--- src/rtl/uart_console_pkg.sv ---
// Shared definitions for the console line editor: ASCII control codes,
// the byte classes produced by the decoder and the entry-state encoding.
package uart_console_pkg;

    localparam logic [7:0] ASC_BS  = 8'h08;
    localparam logic [7:0] ASC_DEL = 8'h7F;
    localparam logic [7:0] ASC_ESC = 8'h1B;
    localparam logic [7:0] ASC_CR  = 8'h0D;
    localparam logic [7:0] ASC_LF  = 8'h0A;
    localparam logic [7:0] ASC_BEL = 8'h07;
    localparam logic [7:0] ASC_QM  = 8'h3F;

    typedef enum logic [2:0] {
        CLS_HEX,
        CLS_BS,
        CLS_ESC,
        CLS_ENTER,
        CLS_BAD
    } cls_t;

    typedef enum logic {
        ST_EMPTY,
        ST_ENTRY
    } entry_state_t;

endpackage

--- src/rtl/ascii_hex_decode.sv ---
// Combinational classifier: maps a received byte to its editing class and,
// for hex digits of either case, to its 4-bit value.
module ascii_hex_decode
    import uart_console_pkg::*;
(
    input  logic [7:0] byte_in,
    output cls_t       byte_class,
    output logic [3:0] nib
);

    always_comb begin
        byte_class = CLS_BAD;
        nib        = 4'h0;
        if (byte_in >= 8'h30 && byte_in <= 8'h39) begin
            byte_class = CLS_HEX;
            nib        = byte_in[3:0];
        end else if ((byte_in >= 8'h61 && byte_in <= 8'h66) ||
                     (byte_in >= 8'h41 && byte_in <= 8'h46)) begin
            // Both letter ranges put 1..6 in the low nibble, so +9 gives A..F.
            byte_class = CLS_HEX;
            nib        = byte_in[3:0] + 4'd9;
        end else begin
            unique case (byte_in)
                ASC_BS, ASC_DEL: byte_class = CLS_BS;
                ASC_ESC:         byte_class = CLS_ESC;
                ASC_CR, ASC_LF:  byte_class = CLS_ENTER;
                default:         byte_class = CLS_BAD;
            endcase
        end
    end

endmodule

--- src/rtl/uart_hex_entry.sv ---
// Terminal line editor: assembles hex digits from received bytes into a word,
// handles backspace/escape/enter and echoes each byte through a 1-deep slot.
module uart_hex_entry
    import uart_console_pkg::*;
#(
    parameter  int                 DIGITS     = 4,
    localparam int                 VALUE_W    = 4 * DIGITS,
    parameter  logic [VALUE_W-1:0] INIT_VALUE = 16'hAA00
) (
    input  logic               clk,
    input  logic               rst_n,
    input  logic [7:0]         rx_data,
    input  logic               rx_valid,
    input  logic               tx_ready,
    output logic [7:0]         tx_data,
    output logic               tx_valid,
    output logic [VALUE_W-1:0] value,
    output logic               value_valid,
    output logic [VALUE_W-1:0] digits,
    output logic [2:0]         count,
    output logic               err,
    output logic               overrun
);

    localparam logic [2:0] DIGITS_C = 3'(DIGITS);

    cls_t               byte_class;
    logic [3:0]         nib;
    logic               rx_edge;
    logic               tx_fire;
    logic               echo_en;
    logic [7:0]         echo_byte;
    entry_state_t       state;

    logic               rx_prev_q,     rx_prev_d;
    logic [2:0]         count_q,       count_d;
    logic [VALUE_W-1:0] digits_q,      digits_d;
    logic [VALUE_W-1:0] value_q,       value_d;
    logic               value_valid_q, value_valid_d;
    logic               err_q,         err_d;
    logic               overrun_q,     overrun_d;
    logic               tx_valid_q,    tx_valid_d;
    logic [7:0]         tx_data_q,     tx_data_d;

    ascii_hex_decode u_decode (
        .byte_in    (rx_data),
        .byte_class (byte_class),
        .nib        (nib)
    );

    assign rx_edge = rx_valid && !rx_prev_q;
    assign tx_fire = tx_valid_q && tx_ready;
    assign state   = (count_q == 3'd0) ? ST_EMPTY : ST_ENTRY;

    always_comb begin
        rx_prev_d     = rx_valid;
        count_d       = count_q;
        digits_d      = digits_q;
        value_d       = value_q;
        value_valid_d = 1'b0;
        err_d         = 1'b0;
        overrun_d     = 1'b0;
        tx_valid_d    = tx_valid_q;
        tx_data_d     = tx_data_q;
        echo_en       = 1'b0;
        echo_byte     = 8'h00;

        if (rx_edge) begin
            unique case (byte_class)
                CLS_HEX: begin
                    echo_en = 1'b1;
                    if (count_q < DIGITS_C) begin
                        digits_d  = VALUE_W'({digits_q, nib});
                        count_d   = count_q + 3'd1;
                        echo_byte = rx_data;
                    end else begin
                        err_d     = 1'b1;
                        echo_byte = ASC_BEL;
                    end
                end
                CLS_BS: begin
                    if (state == ST_ENTRY) begin
                        digits_d  = digits_q >> 4;
                        count_d   = count_q - 3'd1;
                        echo_en   = 1'b1;
                        echo_byte = ASC_BS;
                    end
                end
                CLS_ESC: begin
                    digits_d  = '0;
                    count_d   = 3'd0;
                    echo_en   = 1'b1;
                    echo_byte = ASC_ESC;
                end
                CLS_ENTER: begin
                    if (state == ST_ENTRY) begin
                        value_d       = digits_q;
                        value_valid_d = 1'b1;
                        digits_d      = '0;
                        count_d       = 3'd0;
                    end
                    echo_en   = 1'b1;
                    echo_byte = ASC_CR;
                end
                default: begin
                    err_d     = 1'b1;
                    echo_en   = 1'b1;
                    echo_byte = ASC_QM;
                end
            endcase
        end

        // A slot draining this cycle counts as free, so back-to-back echoes
        // never overrun while the sink keeps up.
        if (echo_en) begin
            if (!tx_valid_q || tx_fire) begin
                tx_valid_d = 1'b1;
                tx_data_d  = echo_byte;
            end else begin
                overrun_d = 1'b1;
            end
        end else if (tx_fire) begin
            tx_valid_d = 1'b0;
        end
    end

    always_ff @(posedge clk or negedge rst_n) begin
        if (!rst_n) begin
            rx_prev_q     <= 1'b0;
            count_q       <= 3'd0;
            digits_q      <= '0;
            value_q       <= INIT_VALUE;
            value_valid_q <= 1'b0;
            err_q         <= 1'b0;
            overrun_q     <= 1'b0;
            tx_valid_q    <= 1'b0;
            tx_data_q     <= 8'h00;
        end else begin
            rx_prev_q     <= rx_prev_d;
            count_q       <= count_d;
            digits_q      <= digits_d;
            value_q       <= value_d;
            value_valid_q <= value_valid_d;
            err_q         <= err_d;
            overrun_q     <= overrun_d;
            tx_valid_q    <= tx_valid_d;
            tx_data_q     <= tx_data_d;
        end
    end

    assign tx_data     = tx_data_q;
    assign tx_valid    = tx_valid_q;
    assign value       = value_q;
    assign value_valid = value_valid_q;
    assign digits      = digits_q;
    assign count       = count_q;
    assign err         = err_q;
    assign overrun     = overrun_q;

endmodule

--- config.mk ---
export PLATFORM = sky130hd
export DESIGN_NAME = uart_hex_entry
export DESIGN_NICKNAME = d
export VERILOG_FILES = /design/src/rtl/uart_console_pkg.sv /design/src/rtl/ascii_hex_decode.sv /design/src/rtl/uart_hex_entry.sv
export SDC_FILE = /design/constraint.sdc
export NUM_CORES = 1
export LEC_CHECK = 0
export BUFFER_PORTS_ARGS = -buffer_cell sky130_fd_sc_hd__buf_2
export CORE_ASPECT_RATIO = 0.9
export CORE_UTILIZATION = 45
export CTS_BUF_LIST = sky130_fd_sc_hd__clkbuf_4
export DETAILED_ROUTE_END_ITERATION = 10
export GPL_ROUTABILITY_DRIVEN = 0
export PLACE_DENSITY_LB_ADDON = 0.05
export SLEW_MARGIN = 20
export SYNTH_ARGS = -nofsm -noshare
export SYNTH_HDL_FRONTEND = slang
export SYNTH_SLANG_ARGS = --single-unit
--- constraint.sdc ---
create_clock -name clk -period 2.4 [get_ports clk]
set_input_delay 0.48 -clock clk [delete_from_list [all_inputs] [get_ports clk]]
set_output_delay 0.48 -clock clk [all_outputs]
set_load 0.005 [all_outputs]
# Word-level counts from Yosys, hierarchy flattened
# Cells that the tools add are included.
# classes
n_addsub	3
magnitude_cmp	7
n_eq_ne	12
muxes	30
n_bitwise	1
n_reduce_logical	20
# op_table
cell	n
$pmux W16 S4	1
$mux W16	3
$pmux W8 S4	1
$eq A8 B4 Y1 const B	3
$ge A8 B7 Y1 const B	2
$le A8 B7 Y1 const B	2
$mux W8	2
$mux W3	5
$mux W1	12
$mux W4	3
$pmux W3 S4	1
$pmux W3 S3	1
$eq A8 B5 Y1 const B	1
$eq A8 B7 Y1 const B	1
$ge A8 B6 Y1 const B	1
$le A8 B6 Y1 const B	1
$eq A3 B2 Y1 const B	2
$logic_not A3 Y1	2
$ne A2 B2 Y1 const B	3
$logic_and A1 B1 Y1	5
$reduce_and A5 Y1	1
$add A4 B4 Y4 const B	1
$reduce_and A2 Y1	2
$reduce_bool A4 Y1	1
13 further kinds	16
# word_totals
regBits	48
input_bits	12
wordCells	82

# Longest topological paths before layout
# Gate-level depths: netlist of run 1.
# depth
word_depth	10
ltp_mapped	10

# Hierarchy
# A second synthesis of run 1 with hierarchy kept.
# unflattened
hier_cells	247
area_unflattened_um2	2635.0
# modules_own_cells
module	instances	cells_per_inst	area_each_um2
uart_hex_entry	1	210	2359.8
ascii_hex_decode	1	37	275.3

# Worst setup path after synthesis of run 1
# No wires, ideal clock.
# synth_timing
path_type	input-to-reg
from	in rx_data[3]
to	reg digits_q[0], in the netlist digits[0]
setup_time_ns	0.125
arrival_time_ns	2.395
required_ns	2.275
slack_ns	-0.119
stages	7
n_path_buf	2
path_cell_list	buf_2 or4b_4 or3b_2 a21oi_1 a311o_1 buf_6 mux2_2
# synth_via
elab_chain_len	8
# synth_rtl
item	line	rtl
start, declared	uart_hex_entry.sv:12	input logic [7:0] rx_data,
$ge A8 B7 Y1, or another cell as far along	ascii_hex_decode.sv:17	end else if ((byte_in >= 8'h61 && byte_in <= 8'h66) ||
$logic_and A1 B1 Y1, or another cell as far along	ascii_hex_decode.sv:17	
$logic_or A1 B1 Y1 / $pmux W3 S3 (equally long branches)	ascii_hex_decode.sv:17, ascii_hex_decode.sv:23	
$mux W3	ascii_hex_decode.sv:17	
$mux W3	ascii_hex_decode.sv:14	if (byte_in >= 8'h30 && byte_in <= 8'h39) begin
$eq A3 B2 Y1, or another cell as far along	uart_hex_entry.sv:69	unique case (byte_class)
$reduce_bool A4 Y1 (no source line) / $ne A2 B2 Y1 (equally long branches)	-	
$reduce_and A5 Y1 (no source line)	-	
end signal, assigned	uart_hex_entry.sv:141	digits_q <= digits_d;
end, declared	uart_hex_entry.sv:37	logic [VALUE_W-1:0] digits_q, digits_d;
# Parallel ways exist; a longest one is shown, timed or not. The select of a mux whose other input is x is not followed.
# A chain may end at the register's enable or synchronous reset.

# Worst setup path in the final report of run 1
# layout_timing
from	in rx_data[1]
to	reg count_q[0], in the netlist count[0]
# layout_via
elab_chain_len	8
# layout_rtl
item	line	rtl
$ge A8 B7 Y1, or another cell as far along	ascii_hex_decode.sv:17	
$logic_and A1 B1 Y1, or another cell as far along	ascii_hex_decode.sv:17	
$logic_or A1 B1 Y1 / $pmux W3 S3 (equally long branches)	ascii_hex_decode.sv:17, ascii_hex_decode.sv:23	
$mux W3	ascii_hex_decode.sv:17	
$mux W3 *	ascii_hex_decode.sv:14	
$eq A3 B2 Y1, or another cell as far along	uart_hex_entry.sv:69	
$reduce_bool A4 Y1 (no source line) / $ne A2 B2 Y1 (equally long branches)	-	
$reduce_and A5 Y1 (no source line)	-	
end signal, assigned	uart_hex_entry.sv:140	count_q <= count_d;
end, declared	uart_hex_entry.sv:36	logic [2:0] count_q, count_d;
# Every way passes the cells marked *; elsewhere a longest branch is shown, timed or not.

==> flow_metrics.env, run 1 <==
export IMPL_outcome="finished, final reports clean"
export IMPL_cp_depth=12
export IMPL_cts_buffer_depth=2
export IMPL_hp_class="in2async"
export IMPL_vdd_drop_max_v=0.000279
export IMPL_p_total_mw=1.75
export IMPL_syn_to_final_growth_pct=30.6
export IMPL_port_buffers=58
export IMPL_grt_pass1_vias=1873
export IMPL_crit_top_cell="buf_4"
export IMPL_yosys_area_share_simple_pct=15.3
export IMPL_switching_share_pct=26.1
export IMPL_synthMuxAreaShare_pct=12.0
export IMPL_ys_flop_type="dfrtp_1"
export IMPL_grt_max_degree=26
export IMPL_synth_area_leader_cell="dfrtp_1"
export IMPL_die_h_um=71.8
export IMPL_crit_required_ps=2720
export IMPL_synth_edf_count=0
export IMPL_wl_um=5540
export IMPL_wl_met3_um=242
export IMPL_chipWidth_um=79.6
export IMPL_grt_pass1_wl_um=9360
export IMPL_start_util_pct=46.7
export IMPL_avgSynthCellArea_um2=11.0
export IMPL_fin_crit_ps=2270
export IMPL_relSlewSlack_pct=62.9
export IMPL_p_leak_nw=1.66
export IMPL_r2r_cells=7
export IMPL_clkSinkCount=48
export IMPL_route_detailed_wl_per_inst_um=14.5
export IMPL_synth_nets=240
export IMPL_io_pins=59
export IMPL_antenna_found_initial=0
export IMPL_cap_violations=0
export IMPL_cp_max_fo=24
export IMPL_slew_violations=0
export IMPL_top_layer="met4"
export IMPL_pre_cts_slack_ps=-178
export IMPL_fin_cells=382
export IMPL_combPwrFrac_pct=15.0
export IMPL_drc=0
export IMPL_regToRegSetupSlack_ps=370
export IMPL_post_route_util_pct=61.0
export IMPL_synthTopCellsByArea="dfrtp_1 45%, mux2_2 8.3%, nand2_1 5.5%, dfstp_2 4.3%, mux2i_1 3.7%"
export IMPL_via_count=1947
export IMPL_core_um2=5220
export IMPL_viasPerCell=5.10
export IMPL_finalHoldViolCount=0
export IMPL_powerDensity_nw_per_um2=551
export IMPL_synth_seq_cells=48
export IMPL_clk_latency_ps=360
export IMPL_hpwl_um=4170
export IMPL_clkPwrFrac_pct=34.1
export IMPL_rows=25
export IMPL_skew_ps=4.20
export IMPL_fmax_ghz=0.441
export IMPL_grt_usage_pct=21.4
export IMPL_diodes=0
export IMPL_fill_cells=471
export IMPL_cp_num_buf_inv=5
export IMPL_critPathKind="in2reg"
export IMPL_min_period_over_period_pct=94.5
export IMPL_crit_arrival_ps=2580
export IMPL_yosysTopAreaCellShare_pct=45.2
export IMPL_dpl_cell_count=374
export IMPL_synth_cell_type_count=47
export IMPL_dieArea_um2=5720
export IMPL_start_kind="primary input"
export IMPL_dr_wl_met2_um=2370
export IMPL_fin_nets=332
export IMPL_cts_tree="yes"
export IMPL_fin_hold_ws_ps=79.5
export IMPL_final_antenna_net_count=0
export IMPL_htree_levels=2
export IMPL_worst_slew_pin_slew_ps=557
export IMPL_yosysWarnings=0
export IMPL_cts_root_buffer="clkbuf_4"
export IMPL_drt_initial_drc_count=134
export IMPL_cp_slowest_cell="a311o_1"
export IMPL_crit_family="buffers and inverters"
export IMPL_yosys_area_share_xor_xnor_pct=0
export IMPL_timing_rr_start="count[2]"
export IMPL_r2r_end="count[0]"
export IMPL_synthAdderAreaFrac_pct=3.39
export IMPL_layout_setup_ws_ps=133
export IMPL_path_cells="buf_2 > inv_1 > ha_1 > mux2i_1 > buf_4 > o22ai_1 > buf_4 > nand3_1 > a311o_1 > buf_12 > or3_1 > nand2_1"
export IMPL_intPower_mw=1.30
export IMPL_setup_viol=0
export IMPL_layout_drive_gt1_share_pct=44.1
export IMPL_syn_inst=222
export IMPL_async_flop_share_pct=100
export IMPL_wl_met1_um=2870
export IMPL_cts_clk_slew_worst_paths_ps=140
export IMPL_grt_remaining_overflow=0
export IMPL_sequentialPowerShare_pct=50.9
export IMPL_synth_top_family_by_area="compound AO/OA/AOI/OAI gates"
export IMPL_tritoncts_num_buffers=5
export IMPL_synth_compound_area_share_pct=15.7
export IMPL_switchingPower_uw=457
export IMPL_critPathCaptureType="flip-flop"
export IMPL_drt_first_pass_iters=7
export IMPL_slowest_delay_ps=350
export IMPL_seq_area_frac_synth_pct=49.5
export IMPL_synth_area_um2=2440
==> synthesized netlist by cell type, types with 3 or more instances <==
cell type	instances
dfstp_2	4
ha_1	5
o31ai_1	3
nor2_1	11
nand3_1	3
or3_1	3
clkbuf_1	4
dfrtp_1	44
mux2i_1	9
o21ai_0	9
nor2b_1	3
nor3_1	4
inv_1	7
a21oi_1	13
mux2_2	18
o31ai_2	5
nand2_1	36
buf_6	4
==> repair_timing <==
action | 4_1_cts | 5_1_grt
setup endpoints to repair | 0 | 1
hold buffers | 0 | 0
gates resized for setup | 0 | 1
buffers inserted | 0 | 0
==> power groups by stage <==
stage	Sequential, mW	Combinational [mW]	Clock, mW
2_1_floorplan	0.905	0.120	0
3_3_place_gp	0.910	0.259	0
3_5_place_dp	0.910	0.261	0
4_1_cts	0.895	0.263	0.615
5_1_grt	0.904	0.301	0.638
6_report	0.893	0.262	0.598
==> metrics by stage <==
step | area (um2) | TNS [ps]
CTS | 3170 | 0
global placement | 3070 | -830
floorplan | 2440 | -11.1
detailed placement | 3070 | -1860
global route | 3190 | -39.2
finish | 3190 | 0
==> worst reg2reg max path: stages, from the launching register on <==
cell and delay (ps):
dfrtp_1 500, nor3_1 140, nor2_1 220, o211ai_1 130, a311o_1 440, buf_12 190, or3_1 300, nand2_1 60
==> per-layer routing <==
layer  GRT usage (%)  up-vias
met5               0        -
met4            5.45        0
met3            3.69        5
met2            30.0       49
met1            33.8      920
li1                -      973
==> area by class of cell <==
type	count	area [um2]	area share [%]
Multi-Input combinational cell	156	1150	36.1
Inverter	7	26.3	0.825
Sequential cell	48	1210	37.9
Tap cell	67	83.8	2.63
Clock inverter	3	68.8	2.16
Timing Repair Buffer	96	613	19.2
Clock buffer	5	37.5	1.18
==> state kept, by name, summed over array words and instances, names as in the netlist <==
signal       count
tx_valid         1
overrun          1
value           16
tx_data          8
err              1
rx_prev_q        1
digits          16
count            3
value_valid      1
==> cells by family (layout without fill, tap and decap cells) <==
group | count (synthesis) | count (layout)
buffers and inverters | 18 | 111
AOI/OAI and AO/OA | 50 | 50
muxes | 27 | 27
adders and majority gates | 6 | 6
DFF | 48 | 48
and+or+nand+nor | 73 | 73
==> how the worst max path moves through the flow <==
stage               startpoint        end  slack [ps]
global route        rx_data[0]   count[0]         -30
detailed placement  rx_data[0]   count[2]        -180
floorplan           rx_data[3]  digits[0]         -10
global placement    rx_data[0]   count[0]        -110
CTS                 rx_data[0]   count[2]         200
finish              rx_data[1]   count[0]         130
==> cell usage in the layout, fill, tap and decap left out, types with 4 or more instances in the layout <==
master,n
inv_1,7
mux2i_1,9
nand2_1,36
o31ai_2,5
dfstp_2,4
o21ai_0,9
dfrtp_1,44
mux2_2,18
nor2_1,11
ha_1,5
clkbuf_4,5
a21oi_1,12
nor3_1,4
buf_4,35
buf_2,58
Power figures use the tool's default switching activity.
==> run 2, diff against run 1 <==
clock period = 2 ns   (was 2.4 ns; I/O delays follow)
==> run 2 against run 1 <==
Net effect: via count is 6.7% higher; clock-buffer cell count stayed put; global-route usage is 0.22 points higher; first-iteration DRC count is 16% lower; setup slack worse by 110 ps; register-to-register slack worse by 290 ps; final area is 8.6% higher.
==> flow_metrics.env, run 2 (synthesis gave the netlist of run 1 again) <==
export IMPL_wl_um=5840
export IMPL_grtUsageMet1_pct=33.4
export IMPL_tns_ps=0
export IMPL_cts_tree="yes"
export IMPL_powerDensity_nw_per_um2=637
export IMPL_top_usage_layer="met1"
export IMPL_switchingPower_uw=586
export IMPL_relSlewSlack_pct=59.2
export IMPL_layout_drive_gt1_share_pct=54.4
export IMPL_p_leak_nw=1.74
export IMPL_fin_crit_ps=1970
export IMPL_cp_slowest_cell="or4b_4"
export IMPL_use_met2_pct=30.3
export IMPL_grt_pass1_vias=1861
export IMPL_via_count=2077
export IMPL_cap_violations=0
export IMPL_outcome="finished, final reports clean"
export IMPL_grt_remaining_overflow=0
export IMPL_chipWidth_um=79.6
export IMPL_postCtsHoldBufs=0
export IMPL_clkPwrFrac_pct=32.9
export IMPL_port_buffers=58
export IMPL_hp_class="in2async"
export IMPL_cp_max_fo=5
export IMPL_tritoncts_num_buffers=5
export IMPL_start_kind="primary input"
export IMPL_io_pins=59
export IMPL_crit_family="simple AND/OR/NAND/NOR gates"
export IMPL_min_period_over_period_pct=98.7
export IMPL_final_antenna_net_count=0
export IMPL_slew_violations=0
export IMPL_syn_to_final_growth_pct=41.9
export IMPL_worst_slew_pin_slew_ps=611
export IMPL_grt_pass1_wl_um=9350
export IMPL_critPathCaptureType="flip-flop"
export IMPL_skew_ps=6.01
export IMPL_grt_usage_pct=21.6
export IMPL_drt_first_pass_iters=4
export IMPL_clkSinkCount=48
export IMPL_setup_viol=0
export IMPL_mostFrequentLayoutCells="55 x buf_2, 46 x buf_4, 44 x dfrtp_1"
export IMPL_diodes=0
export IMPL_layout_commonest_cell="buf_2"
export IMPL_crit_required_ps=2320
export IMPL_vdd_drop_max_v=0.000556
export IMPL_viasPerCell=5.24
export IMPL_slowest_delay_ps=550
export IMPL_path_cells="buf_2 > or4b_4 > nor3b_4 > nor2_4 > a311o_2 > buf_6 > or3_1 > nand2_1"
export IMPL_cts_clk_slew_worst_paths_ps=150
export IMPL_grt_use_met3_pct=4.84
export IMPL_fmax_ghz=0.507
export IMPL_crit_arrival_ps=2290
export IMPL_core_um2=5220
export IMPL_intPower_mw=1.62
export IMPL_cp_num_buf_inv=2
export IMPL_combPwrFrac_pct=19.5
export IMPL_finalHoldViolCount=0
export IMPL_fin_nets=346
export IMPL_switching_share_pct=26.6
export IMPL_clk_latency_ps=360
export IMPL_drt_initial_drc_count=112
export IMPL_p_total_mw=2.21
export IMPL_htree_levels=2
export IMPL_route_detailed_wl_per_inst_um=14.7
export IMPL_critPathKind="in2reg"
export IMPL_start_util_pct=46.7
export IMPL_grt_max_degree=49
export IMPL_cts_buffer_depth=2
export IMPL_rows=25
export IMPL_die_h_um=71.8
export IMPL_cts_root_buffer="clkbuf_4"
export IMPL_hpwl_um=4240
export IMPL_drc=0
export IMPL_dieArea_um2=5720
export IMPL_antenna_found_initial=0
export IMPL_sequentialPowerShare_pct=47.6
run 2: final cells by class:
cell class,count,area [um2]
clock buffers,5,37.5
clock inverters,3,68.8
fillers,441,1760
inverters,7,31.3
multi-input cells,156,1300
flip-flops and latches,48,1210
well taps,67,83.8
repair buffers,110,736
run 2: path summary, 6_finish.rpt:
kind	from	end	slack, ps	depth (start not counted)
max	rx_data[4]	count[0]	30	8
min	rst_n	value_valid	110	2
max reg2reg	rx_prev_q	count[0]	80	7
min reg2reg	tx_data[7]	tx_data[7]	520	1
max in group asynchronous	rst_n	digits[6]	1490	2
min in group clk	rx_valid	rx_prev_q	160	1
run 2: power groups by stage:
| stage | Sequential (mW) | Combinational [mW] | Clock (mW) |
|---|---|---|---|
| detailed placement | 1.07 | 0.399 | 0 |
| floorplan | 1.09 | 0.158 | 0 |
| global placement | 1.07 | 0.397 | 0 |
| finish | 1.05 | 0.431 | 0.726 |
| CTS | 1.05 | 0.400 | 0.740 |
| global route | 1.06 | 0.481 | 0.778 |
run 2: per-layer routing:
layer	up-vias	share of wire [%]
li1	1013	-
met1	1000	50
met2	60	44
met3	4	5.2
met4	0	0.65
met5	-	0
run 2: timing repair:
item | 4_1_cts | 5_1_grt
pin swaps | 1 | 10
gates resized for setup | 0 | 35
gates cloned | 0 | 1
endpoints found under the setup margin | 3 | 23
setup buffers | 0 | 2
run 2: metrics by stage:
step | std cells | cell area, um2 | setup WS, ps | util (%) | hold slack, ps
final | 396 | 3460 | 25.8 | 66.3 | 110
after global routing | 396 | 3460 | -35.6 | 66.3 | 130
after CTS | 393 | 3290 | 10.7 | 63.1 | 112
after detailed placement | 385 | 3190 | -439 | 61.0 | 487
after global placement | 385 | 3190 | -394 | 61.0 | 476
after floorplan | 222 | 2520 | -291 | - | 104
==> run 3, diff against run 2 <==
SLEW_MARGIN = 25   (was 20)
SYNTH_HIERARCHICAL = 1   (was default)
==> run 3 against run 2 <==
Net effect: the run now ends with setup timing left; fmax shrank 16%; clock skew is 4.4 ps lower; synthesized area rose by 8.1%; global-route usage increased by 0.82 points; routed wire length is 15% higher; non-clock buffer count grew 15; final area increased by 14%; clock-buffer cell count unchanged; sequential share of layout area fell by 4.2 points; critical path depth grew 5; total power down 8.1%; critical path type unchanged.
==> flow_metrics.env, run 3 <==
export IMPL_outcome="complete, but fails checks"
export IMPL_violations="setup timing"
export IMPL_io_pins=59
export IMPL_antenna_found_initial=0
export IMPL_yosysWarnings=6
export IMPL_core_um2=5660
export IMPL_fin_nets=382
export IMPL_slowest_delay_ps=420
export IMPL_diodes=0
export IMPL_p_total_mw=2.03
export IMPL_drt_initial_drc_count=84
export IMPL_skew_ps=1.63
export IMPL_route_detailed_wl_per_inst_um=15.4
export IMPL_fmax_ghz=0.424
export IMPL_hpwl_um=4390
export IMPL_timing_rr_start="count[2]"
export IMPL_crit_required_ps=2280
export IMPL_rsz0062_at_grt="true"
export IMPL_clk_latency_ps=370
export IMPL_p_leak_nw=2.02
export IMPL_r2r_cells=5
export IMPL_synth_cell_type_count=49
export IMPL_combPwrFrac_pct=14.1
export IMPL_dieArea_um2=6170
export IMPL_setup_viol=43
export IMPL_ys_flop_type="dfrtp_1"
export IMPL_layout_drive_gt1_share_pct=57.5
export IMPL_switchingPower_uw=488
export IMPL_async_flop_share_pct=100
export IMPL_sequentialPowerShare_pct=50.1
export IMPL_cp_max_fo=5
export IMPL_syn_to_final_growth_pct=49.2
export IMPL_synthTopCellsByArea="dfrtp_1 42%, mux2_4 5.1%, nand2_1 4.3%, dfstp_2 4.0%, a2bb2oi_1 4.0%"
export IMPL_min_period_over_period_pct=118
export IMPL_crit_top_cell="buf_4"
export IMPL_powerDensity_nw_per_um2=515
export IMPL_cts_tree="yes"
export IMPL_start_util_pct=46.6
export IMPL_mostFrequentLayoutCells="54 x buf_2, 50 x buf_4, 44 x dfrtp_1"
export IMPL_seq_area_frac_synth_pct=45.8
export IMPL_worst_slew_pin_slew_ps=610
export IMPL_grt_usage_pct=22.4
export IMPL_via_count=2330
export IMPL_critPathCaptureType="flip-flop"
export IMPL_crit_arrival_ps=2640
export IMPL_fin_area_um2=3930
export IMPL_grt_max_degree=49
export IMPL_grt_remaining_overflow=0
export IMPL_fin_crit_ps=2360
export IMPL_yosysMostFrequentCell="dfrtp_1"
export IMPL_tritoncts_num_buffers=5
export IMPL_path_cells="buf_8 > inv_6 > buf_6 > ha_4 > nor3_4 > a2111oi_4 > a41o_2 > nor4_4 > nor3b_4 > buf_4 > a221o_2 > buf_4 > a32o_1"
export IMPL_yosysTopAreaCellShare_pct=41.8
export IMPL_regToRegSetupSlack_ps=170
export IMPL_finalHoldViolCount=0
export IMPL_synth_nets=265
export IMPL_port_buffers=58
export IMPL_cap_violations=0
export IMPL_critPathKind="in2reg"
export IMPL_drt_first_pass_iters=4
export IMPL_cts_clk_slew_worst_paths_ps=140
export IMPL_intPower_mw=1.54
export IMPL_layout_commonest_cell="buf_2"
export IMPL_synth_edf_count=0
export IMPL_switching_share_pct=24.1
export IMPL_drc=0
export IMPL_grt_pass1_wl_um=10300
export IMPL_postCtsHoldBufs=0
export IMPL_synth_area_leader_cell="dfrtp_1"
export IMPL_cp_slowest_cell="a221o_2"
export IMPL_start_kind="primary input"
export IMPL_syn_inst=247
export IMPL_layout_setup_ws_ps=-361
export IMPL_synth_commonest_cells="44 x dfrtp_1, 30 x nand2_1, 18 x a21oi_1"
export IMPL_htree_levels=2
export IMPL_synth_seq_cells=48
export IMPL_rows=26
export IMPL_clkSinkCount=48
export IMPL_slew_violations=0
export IMPL_synth_area_um2=2640
export IMPL_vdd_drop_max_v=0.000392
export IMPL_dpl_cell_area_um2=3440
export IMPL_grt_pass1_vias=2092
export IMPL_clkPwrFrac_pct=35.8
export IMPL_die_h_um=74.6
export IMPL_chipWidth_um=82.7
export IMPL_avgSynthCellArea_um2=10.7
export IMPL_cts_buffer_depth=2
export IMPL_cts_root_buffer="clkbuf_4"
export IMPL_relSlewSlack_pct=59.3
export IMPL_viasPerCell=5.36
export IMPL_hp_class="in2async"
export IMPL_r2r_end="value[2]"
export IMPL_final_antenna_net_count=0
export IMPL_wl_um=6700
-- run 3: cell types whose count changed after synthesis, sizes merged, moves of 6 or more --
cell     previous run  this run
nand2              36        30
o21ai              11        27
mux2i               9         1
o31ai               8         0
nor2b               3        12
a2bb2oi             0        12
-- run 3: layout make-up --
class / instances / area, um2
Tap cell: 70 / 87.6
Sequential cell: 48 / 1210
Timing Repair Buffer: 125 / 955
Fill cell: 441 / 1730
Multi-Input combinational cell: 176 / 1530
Clock buffer: 5 / 37.5
Clock inverter: 3 / 68.8
Inverter: 8 / 47.5
-- run 3: per-layer routing --
metal	part of all wire, %	global-route usage [%]	routed length [um]	up-vias
li1	-	-	-	1119
met2	47	34.1	3120	58
met1	49	33.3	3260	1145
met4	0.94	5.17	63	0
met5	0	0	0	-
met3	3.8	3.80	255	8
-- run 3: timing repair --
action / in CTS / in global routing
pin swaps: 8 / 9
setup endpoints to repair: 44 / 47
resized for setup: 29 / 30
buffers inserted: 9 / 3
gates cloned: 1 / 2
-- run 3: critical path: cells and delay by family --
kind | cells | cell delay (ps)
AO/OA/AOI/OAI | 4 | 970
AND/OR/NAND/NOR | 3 | 560
adder cells (fa/ha/maj) | 1 | 160
buffers and inverters | 5 | 540
-- run 3: power by group through the flow --
stage                     clock [mW]  sequential (mW)  combinational (mW)
after floorplan                    0             1.03               0.112
after global placement             0             1.03               0.240
after detailed placement           0             1.03               0.243
after CTS                      0.743             1.01               0.272
after global routing           0.772             1.02               0.314
final                          0.725             1.01               0.287
-- run 3: how the worst max path moves through the flow --
stage,startpoint,endpoint,slack [ps],cells after the start
2_1_floorplan,rx_data[6],count[2],-710,12
3_3_place_gp,rx_data[6],count[2],-750,12
3_5_place_dp,rx_data[6],count[2],-830,12
4_1_cts,rx_data[6],count[2],-350,12
5_1_grt,rx_data[1],tx_data[0],-440,13
6_report,rx_data[1],tx_data[0],-360,13
-- run 3: stage by stage --
step | cells | setup TNS [ps] | hold WS [ps] | utilization [%] | worst slack [ps]
6_report | 435 | -11650 | 101 | 69.5 | -361
5_1_grt | 435 | -15010 | 151 | 69.5 | -445
4_1_cts | 431 | -11250 | 129 | 66.4 | -349
3_5_place_dp | 413 | -32150 | 463 | 60.7 | -827
3_3_place_gp | 413 | -30070 | 458 | 60.7 | -749
2_1_floorplan | 247 | -20230 | 104 | - | -710
-- run 3: logic make-up (layout without fill, tap and decap cells) --
group	count (synthesis)	in the layout	synth area share, %
AOI/OAI and AO/OA	79	79	21.3
xor gates and xnor gates	1	1	0.332
adders and majority gates	6	6	2.85
buffers and inverters	23	141	5.60
DFF	48	48	45.8
muxes	18	18	8.93
and+or+nand+nor	72	72	15.2
